### config.mk
export PLATFORM = sky130hd
export DESIGN_NAME = hall_emulator
export DESIGN_NICKNAME = d
export VERILOG_FILES = /design/src/rtl/hall_emulator.sv
export SDC_FILE = /design/constraint.sdc
export NUM_CORES = 1
export LEC_CHECK = 0
export BUFFER_PORTS_ARGS = -buffer_cell sky130_fd_sc_hd__buf_4
export CORE_MARGIN = 2
export CORE_UTILIZATION = 40
export CTS_CLUSTER_SIZE = 28
export DETAILED_ROUTE_END_ITERATION = 10
export RECOVER_POWER = 50
export SKIP_LAST_GASP = 1
export SYNTH_ARGS = -nofsm -noshare
export SYNTH_HDL_FRONTEND = slang
export SYNTH_SLANG_ARGS = --single-unit
### constraint.sdc
create_clock -name clk -period 7.95 [get_ports clk]
set_input_delay 0.3975 -clock clk [delete_from_list [all_inputs] [get_ports clk]]
set_output_delay 0.3975 -clock clk [all_outputs]
set_load 0.05 [all_outputs]
### src/rtl/hall_emulator.sv
// Hall-sensor emulator: steps through the six 120-degree hall codes at a programmable period.
// Optional fault injection (forced 3'b000 for one step) is enabled by defining HALL_FAULT_INJ_EN.
module hall_emulator #(
    parameter int unsigned CNT_W      = 16,
    parameter int unsigned PERIOD_MIN = 4
) (
    input  logic             clk,
    input  logic             rst_n,
    input  logic             en,
    input  logic             dir,
    input  logic [CNT_W-1:0] period,
    input  logic             fault_req,
    output logic [2:0]       hall_sensors,
    output logic [2:0]       step_idx,
    output logic             step_pulse,
    output logic             rev_pulse,
    output logic             fault_active
);

    typedef enum logic {
        IDLE,
        RUN
    } state_t;

    localparam logic [CNT_W-1:0] PMIN = CNT_W'(PERIOD_MIN);

    function automatic logic [2:0] hall_code(input logic [2:0] idx);
        logic [2:0] code;
        case (idx)
            3'd0:    code = 3'b001;
            3'd1:    code = 3'b011;
            3'd2:    code = 3'b010;
            3'd3:    code = 3'b110;
            3'd4:    code = 3'b100;
            3'd5:    code = 3'b101;
            default: code = 3'b001;
        endcase
        return code;
    endfunction

    state_t           state_q, state_d;
    logic [CNT_W-1:0] cnt_q, cnt_d;
    logic [CNT_W-1:0] period_q, period_d;
    logic             dir_q, dir_d;
    logic [2:0]       idx_q, idx_d;
    logic [2:0]       hall_q, hall_d;
    logic             step_pulse_q, step_pulse_d;
    logic             rev_pulse_q, rev_pulse_d;
    logic             boundary;
    logic             fault_act_d;
    logic [CNT_W-1:0] eff;

    assign eff = (period < PMIN) ? PMIN : period;

    always_comb begin
        state_d      = state_q;
        cnt_d        = cnt_q;
        period_d     = period_q;
        dir_d        = dir_q;
        idx_d        = idx_q;
        step_pulse_d = 1'b0;
        rev_pulse_d  = 1'b0;
        boundary     = 1'b0;
        case (state_q)
            IDLE: begin
                cnt_d = '0;
                if (en) begin
                    state_d  = RUN;
                    period_d = eff;
                    dir_d    = dir;
                end
            end
            RUN: begin
                // A boundary completes even when en drops on that same cycle.
                if (cnt_q == period_q - 1'b1) begin
                    boundary     = 1'b1;
                    cnt_d        = '0;
                    period_d     = eff;
                    dir_d        = dir;
                    step_pulse_d = 1'b1;
                    if (dir_q) begin
                        if (idx_q == 3'd5) begin
                            idx_d       = 3'd0;
                            rev_pulse_d = 1'b1;
                        end else begin
                            idx_d = idx_q + 3'd1;
                        end
                    end else begin
                        if (idx_q == 3'd0) begin
                            idx_d       = 3'd5;
                            rev_pulse_d = 1'b1;
                        end else begin
                            idx_d = idx_q - 3'd1;
                        end
                    end
                end else begin
                    cnt_d = cnt_q + 1'b1;
                end
                if (!en) begin
                    state_d = IDLE;
                    cnt_d   = '0;
                end
            end
            default: state_d = IDLE;
        endcase
        hall_d = fault_act_d ? 3'b000 : hall_code(idx_d);
    end

    always_ff @(posedge clk) begin
        if (!rst_n) begin
            state_q      <= IDLE;
            cnt_q        <= '0;
            period_q     <= PMIN;
            dir_q        <= 1'b1;
            idx_q        <= 3'd0;
            hall_q       <= 3'b001;
            step_pulse_q <= 1'b0;
            rev_pulse_q  <= 1'b0;
        end else begin
            state_q      <= state_d;
            cnt_q        <= cnt_d;
            period_q     <= period_d;
            dir_q        <= dir_d;
            idx_q        <= idx_d;
            hall_q       <= hall_d;
            step_pulse_q <= step_pulse_d;
            rev_pulse_q  <= rev_pulse_d;
        end
    end

`ifdef HALL_FAULT_INJ_EN
    logic fault_act_q;
    logic fault_pend_q, fault_pend_d;

    // Pending arms on a request; it converts to an active fault at the next boundary.
    always_comb begin
        fault_act_d  = fault_act_q;
        fault_pend_d = fault_pend_q;
        if (state_q == RUN) begin
            if (boundary) begin
                fault_act_d  = fault_pend_q;
                fault_pend_d = 1'b0;
            end
            if (fault_req && !fault_pend_q && !fault_act_q) begin
                fault_pend_d = 1'b1;
            end
            if (!en) begin
                fault_act_d  = 1'b0;
                fault_pend_d = 1'b0;
            end
        end
    end

    always_ff @(posedge clk) begin
        if (!rst_n) begin
            fault_act_q  <= 1'b0;
            fault_pend_q <= 1'b0;
        end else begin
            fault_act_q  <= fault_act_d;
            fault_pend_q <= fault_pend_d;
        end
    end

    assign fault_active = fault_act_q;
`else
    logic unused_fault_req;
    assign unused_fault_req = fault_req;
    assign fault_act_d      = 1'b0;
    assign fault_active     = 1'b0;
`endif

    assign hall_sensors = hall_q;
    assign step_idx     = idx_q;
    assign step_pulse   = step_pulse_q;
    assign rev_pulse    = rev_pulse_q;

endmodule

==> flow_summary.ini, run 1 <==
[outcome]
outcome = completed

[place]
place_area_um2 = 2516
port_buffers = 27
dp_hpwl_um = 3577
dp_cells = 350
gp_congestion = 0.7743

[power]
powerDensity_nw_per_um2 = 164.6
sw_frac_of_total_pct = 25.71
switching_power_mw = 0.1080
clock_power_share_pct = 33.9
ir_worst_vdd_v = 0.00007149
power.leakage_nw = 1.009
internal_power_mw = 0.3122
comb_power_share_pct = 12.6
p_seq_share_pct = 53.5

[drt]
drc = 0
vias = 1840
drt_wl_total_um = 4717
ant_nets = 0
first_pass_iters = 6
vias_per_cell = 5.140
drt_iter0_markers = 87
wl_per_cell_um = 13.18

[synth]
ys_async_sr_fraction_pct = 0
synth_edf_count = 0
synth_area_per_cell_um2 = 8.749
synth_seq_area_share_pct = 36.82
yosysWarnings = 0
synth_flop_cell = dfxtp_1
ys_types = 53
synth_nets = 285
synth_area_um2 = 2283
synth-seq-cells = 42
netlist_instances = 261

[clock_tree]
cts-root-buf = clkbuf_8
cts_buffers = 5
postCtsSetupBuffers = 0
clk_pin_slew_worst_paths_ns = 0.08
cts_resized = 0
clock_tree.buffer_depth = 2
cts_tree = yes
ctsHtreeMaxLevel = 2
clkLatencyLatePin_ns = 0.29
cts_sinks = 42
hold_buffers = 0

[floorplan]
core_area_um2 = 5507
die_w_um = 79.56
initial_core_util_pct = 41.47
ios = 30
row_count = 27
dieArea_um2 = 6329
die_h_um = 79.56

[cells_and_area]
final_area_um2 = 2552
final_nets = 309
antenna_cells = 0
syn_to_final_growth_pct = 11.78
final_cells = 358
drive_gt1_share_pct = 11.19

[worst_setup_path]
crit_fanout = 13
crit_family = simple AND/OR/NAND/NOR gates
cpPeakStageDelay_ns = 0.63
crit_buf_inv = 1
path_cells = or4_1 > or3_1 > xnor2_1 > a2111oi_0 > nand2_1 > nor2_1 > a21oi_1 > buf_4 > nand3b_1 > a21oi_1
cp_slowest_cell = or4_1
start_kind = flop
cp.arrival_ns = 3.91
crit_type = reg -> reg
crit_top_cell = a21oi_1
end_kind = flop
crit_required_ns = 8.16

[timing]
min_period_over_period_pct = 46.53
setup_tns_ns = 0
slew_violations = 0
rsz0062_at_grt = false
hold_viol_final = 0
finClkSkew_ns = 0.005835
fmax_mhz = 270.4
setup_violations = 0
max-slew-margin-rel_pct = 31.67
min_period_ns = 3.699
max_slew.worst_pin.slew_ns = 1.025

[global_route]
antenna_found_initial = 0
grt.total_usage_pct = 15.71
grt_max_degree = 19
grt_pass1_vias = 1667
grt_first_pass_wirelength_um = 7734
grt_overflow = 0

[worst_hold_path]
hold_path_class = in -> reg

[run]
drv_cap = 0
[layout by cell type (no fill, tap or decap), drive strengths merged, types with 2 or more instances in the layout]
master	count
and3	8
and2	2
nand2b	2
xor2	18
nand3	16
clkbuf	15
dfxtp	42
nand2	8
o21ai	4
or3	3
a21oi	4
xnor2	18
a211oi	6
mux2i	17
inv	9
buf	20
or4	6
nand3b	7
ha	3
clkinv	2
nor4	6
nand4	4
nor3	3
nor2	45
[Yosys cell counts (2+ instances only)]
master	instances	area [um^2]
clkbuf_1	3	11.26
or4_1	4	30.03
nand3b_1	7	52.55
xor2_1	18	157.7
nor2_1	44	165.2
a21oi_1	4	20.02
o21ai_0	3	15.01
nor3_1	3	15.01
a211oi_1	5	37.54
or3_1	2	12.51
inv_1	8	30.03
mux2i_1	17	170.2
nor4_1	6	37.54
buf_2	3	15.01
or4_4	2	22.52
and3_1	6	37.54
nand3_1	15	75.07
nand2_1	8	30.03
xnor2_1	18	157.7
dfxtp_1	42	840.8
ha_1	3	37.54
buf_4	3	22.52
nand2b_1	2	12.51
buf_6	2	22.52
nand4_1	4	25.02
and3_2	2	15.01
[per-stage QoR]
| stage | utilization (%) | power [mW] | hold slack (ns) | worst slack (ns) |
|---|---|---|---|---|
| 2_1_floorplan | - | 0.2686 | 0.4586 | 4.844 |
| 3_3_place_gp | 45.69 | 0.2844 | 0.4925 | 4.523 |
| 3_5_place_dp | 45.69 | 0.2850 | 0.4918 | 4.501 |
| 4_1_cts | 47.35 | 0.4261 | 0.3110 | 4.489 |
| 5_1_grt | 46.35 | 0.4411 | 0.3067 | 3.893 |
| 6_report | 46.35 | 0.4202 | 0.3123 | 4.251 |
[power by group through the flow]
stage,combinational (mW),sequential (mW),clock (mW)
after floorplan,0.0409,0.228,0
after global placement,0.0548,0.230,0
after detailed placement,0.0553,0.230,0
after CTS,0.0554,0.225,0.146
after global routing,0.0585,0.226,0.157
final,0.0530,0.225,0.143
[layer usage]
layer	part of all wire, %	up-vias	global-route usage, %
met5	0	-	0
met4	1.1	0	4.655
met3	3.1	5	3.167
met2	47	19	27.14
met1	48	857	19.62
li1	-	959	-
[cell families after synthesis]
group	Yosys count	share of synthesized area, %
and+or+nand+nor	117	27.62
DFF	42	36.82
xor gates and xnor gates	36	13.81
AOI/OAI and AO/OA	24	7.727
buffers and inverters	21	4.766
muxes	17	7.452
adders and majority gates	3	1.644
other	1	0.1642
[final cells by class]
class | instances | area (um^2)
fillers | 559 | 2954
multi-input cells | 198 | 1313
flip-flops and latches | 42 | 840.8
repair buffers | 28 | 180.2
well taps | 72 | 90.09
clock buffers | 7 | 86.33
inverters | 10 | 37.54
clock inverters | 1 | 5.005
[path summary, 6_finish.rpt]
kind | startpoint | end | slack [ns] | cells past startpoint
max | period_q[4]$_SDFFE_PN0P_ | period_q[0]$_SDFFE_PN0P_ | 4.25 | 10
min | dir | dir_q$_SDFFE_PN1P_ | 0.31 | 3
max reg2reg | period_q[4]$_SDFFE_PN0P_ | period_q[0]$_SDFFE_PN0P_ | 4.25 | 10
min reg2reg | period_q[1]$_SDFFE_PN0P_ | period_q[1]$_SDFFE_PN0P_ | 0.51 | 2
[registers in the layout (all words and copies together), names as in the netlist]
register / cells
cnt_q: 16
period_q: 16
hall_sensors: 3
state_q: 1
dir_q: 1
step_pulse: 1
step_idx: 3
rev_pulse: 1
[tightest hold or removal path, stage by stage]
cell and delay (ns):
buf_4 0.08, mux2i_1 0.05, nand2_1 0.05
Power figures use the tool's default switching activity.
==> inputs of run 2 (changes only) <==
==> constraint.sdc (replaced) <==
create_clock -name clk -period 3 [get_ports clk]
set_input_delay 0.15 -clock clk [delete_from_list [all_inputs] [get_ports clk]]
set_output_delay 0.15 -clock clk [all_outputs]
set_load 0.05 [all_outputs]
==> run 2 against run 1 <==
The run now ends with negative setup slack left; via count up 7.1%; count of clock-buffer cells in the layout stayed put; cell count rose by 7.5%; final area up 14%; maximum frequency rose by 22%; worst setup slack worse by 4.3 ns; wire length up 8.7%; flip-flop and latch count did not move; critical path type unchanged; clock skew is 0.0047 ns higher; clock power rose to 3.0 times the previous value; sequential share of layout area is 4.0 points lower.
==> flow_summary.ini, run 2 (synthesis gave the netlist of run 1 again) <==
[outcome]
violations = negative setup slack
outcome = complete, but fails checks

[floorplan]
dieArea_um2 = 6329
die_h_um = 79.56
ios = 30
core_area_um2 = 5507
die_w_um = 79.56
initial_core_util_pct = 41.47
row_count = 27

[run]
drv_cap = 0

[cells_and_area]
drive_gt1_share_pct = 25.88
layout.cells.most_common_list = 44 x nor2_1, 44 x buf_4, 39 x dfxtp_1, 18 x xor2_1, 18 x xnor2_1
antenna_cells = 0
largestRegisters = cnt_q (16), period_q (16)
final_nets = 336
syn_to_final_growth_pct = 27.95
fillCellCount = 529

[power]
powerDensity_nw_per_um2 = 419.0
ir_worst_vdd_v = 0.0002452
clock_power_share_pct = 35.3
finalPower_mw = 1.224
comb_power_share_pct = 16.4
p_seq_share_pct = 48.2
power.leakage_nw = 1.181
sw_frac_of_total_pct = 24.24
internal_power_mw = 0.9274
switching_power_mw = 0.2967

[clock_tree]
ctsHtreeMaxLevel = 2
cts-root-buf = clkbuf_8
cts_buffers = 5
clock_tree.buffer_depth = 2
clk_pin_slew_worst_paths_ns = 0.08
clkLatencyLatePin_ns = 0.30
cts_sinks = 42
cts_tree = yes

[drt]
vias = 1971
drt_iter0_markers = 69
ant_nets = 0
wl_per_cell_um = 13.31
vias_per_cell = 5.119
drc = 0
first_pass_iters = 4
drt_wl_total_um = 5126

[place]
gp_congestion = 0.7839
port_buffers = 27
dp_hpwl_um = 3818

[timing]
min_period_over_period_pct = 101.4
hold_viol_final = 0
fmax_mhz = 328.8
setup_violations = 1
rsz0062_at_grt = true
min_period_ns = 3.041
slew_violations = 0
setup_tns_ns = -0.04091
finClkSkew_ns = 0.01054
max-slew-margin-rel_pct = 60.39
max_slew.worst_pin.slew_ns = 0.5967
fin_ws_ns = -0.04091

[worst_setup_path]
ff2ff_path_depth = 10
cp.arrival_ns = 3.23
rrSetupSlack_ns = -0.04
r2r_start = period_q[4]$_SDFFE_PN0P_
critPathLaunch = period_q[4]$_SDFFE_PN0P_
end_kind = flop
crit_type = reg -> reg
critPathCapture = hall_sensors[2]$_SDFF_PN0_
r2r_end = hall_sensors[2]$_SDFF_PN0_
crit_required_ns = 3.19
start_kind = flop
crit_fanout = 4

[global_route]
antenna_found_initial = 0
grt_pass1_vias = 1874
grt_first_pass_wirelength_um = 8687
grt.total_usage_pct = 17.31
grt_max_degree = 19
grt_overflow = 0

[worst_hold_path]
hold_path_class = in -> reg
worstHoldPathCells = 3
==> run 2: routing by layer <==
| metal | global-route usage [%] | wire length [um] | vias to the layer above | part of all wire, % |
|---|---|---|---|---|
| li1 | - | - | 1012 | - |
| met1 | 22.31 | 2425 | 928 | 47 |
| met2 | 28.91 | 2446 | 24 | 48 |
| met3 | 4.186 | 169 | 7 | 3.3 |
| met4 | 4.483 | 84 | 0 | 1.6 |
| met5 | 0 | 0 | - | 0 |
==> run 2: worst min path at each step <==
stage | end | start | slack (ns)
5_1_grt | dir_q$_SDFFE_PN1P_ | dir | 0.06
4_1_cts | dir_q$_SDFFE_PN1P_ | dir | 0.05
6_report | dir_q$_SDFFE_PN1P_ | dir | 0.06
2_1_floorplan | dir_q$_SDFFE_PN1P_ | rst_n | 0.21
3_5_place_dp | dir_q$_SDFFE_PN1P_ | dir | 0.37
3_3_place_gp | dir_q$_SDFFE_PN1P_ | dir | 0.36
==> run 2: through the flow <==
stage	std cells	setup slack [ns]	instance area (um^2)	util (%)	hold slack (ns)
2_1_floorplan	261	0.002575	2302	-	0.2119
3_3_place_gp	374	-0.03216	2743	49.81	0.3630
3_5_place_dp	374	-0.04963	2743	49.81	0.3670
4_1_cts	382	0.0004547	2903	52.72	0.05431
5_1_grt	385	-0.1299	2922	53.06	0.05503
6_report	385	-0.04091	2922	53.06	0.05865
==> run 2: layout make-up <==
type                    count  area, um^2  area share [%]
multi-input cells         198        1428           48.87
flip-flops and latches     42       844.6           28.91
repair buffers             55       415.4           14.22
well taps                  72       90.09           3.084
clock buffers               7       76.32           2.612
inverters                  10       37.54           1.285
clock inverters             1       30.03           1.028
==> run 2: power by group through the flow <==
| stage | combinational (mW) | clock, mW | sequential [mW] |
|---|---|---|---|
| global placement | 0.188 | 0 | 0.602 |
| floorplan | 0.111 | 0 | 0.604 |
| global route | 0.220 | 0.476 | 0.593 |
| detailed placement | 0.190 | 0 | 0.603 |
| finish | 0.201 | 0.433 | 0.591 |
| CTS | 0.196 | 0.449 | 0.590 |
==> run 2: timing repair <==
item	in CTS	in global routing
pin swaps	7	9
setup buffers	0	3
resized for setup	12	8
hold buffers	0	0
endpoints found under the setup margin	6	21
==> run 2: worst max-delay path, cell delays in order (launching register included) <==
cell and delay (ns):
dfxtp_2 0.33, or4_4 0.57, or3_4 0.40, or4_4 0.43, a21oi_2 0.17, nand4_1 0.19
buf_4 0.21, a211oi_4 0.25, a211oi_4 0.08, o211a_1 0.13, a31o_1 0.17
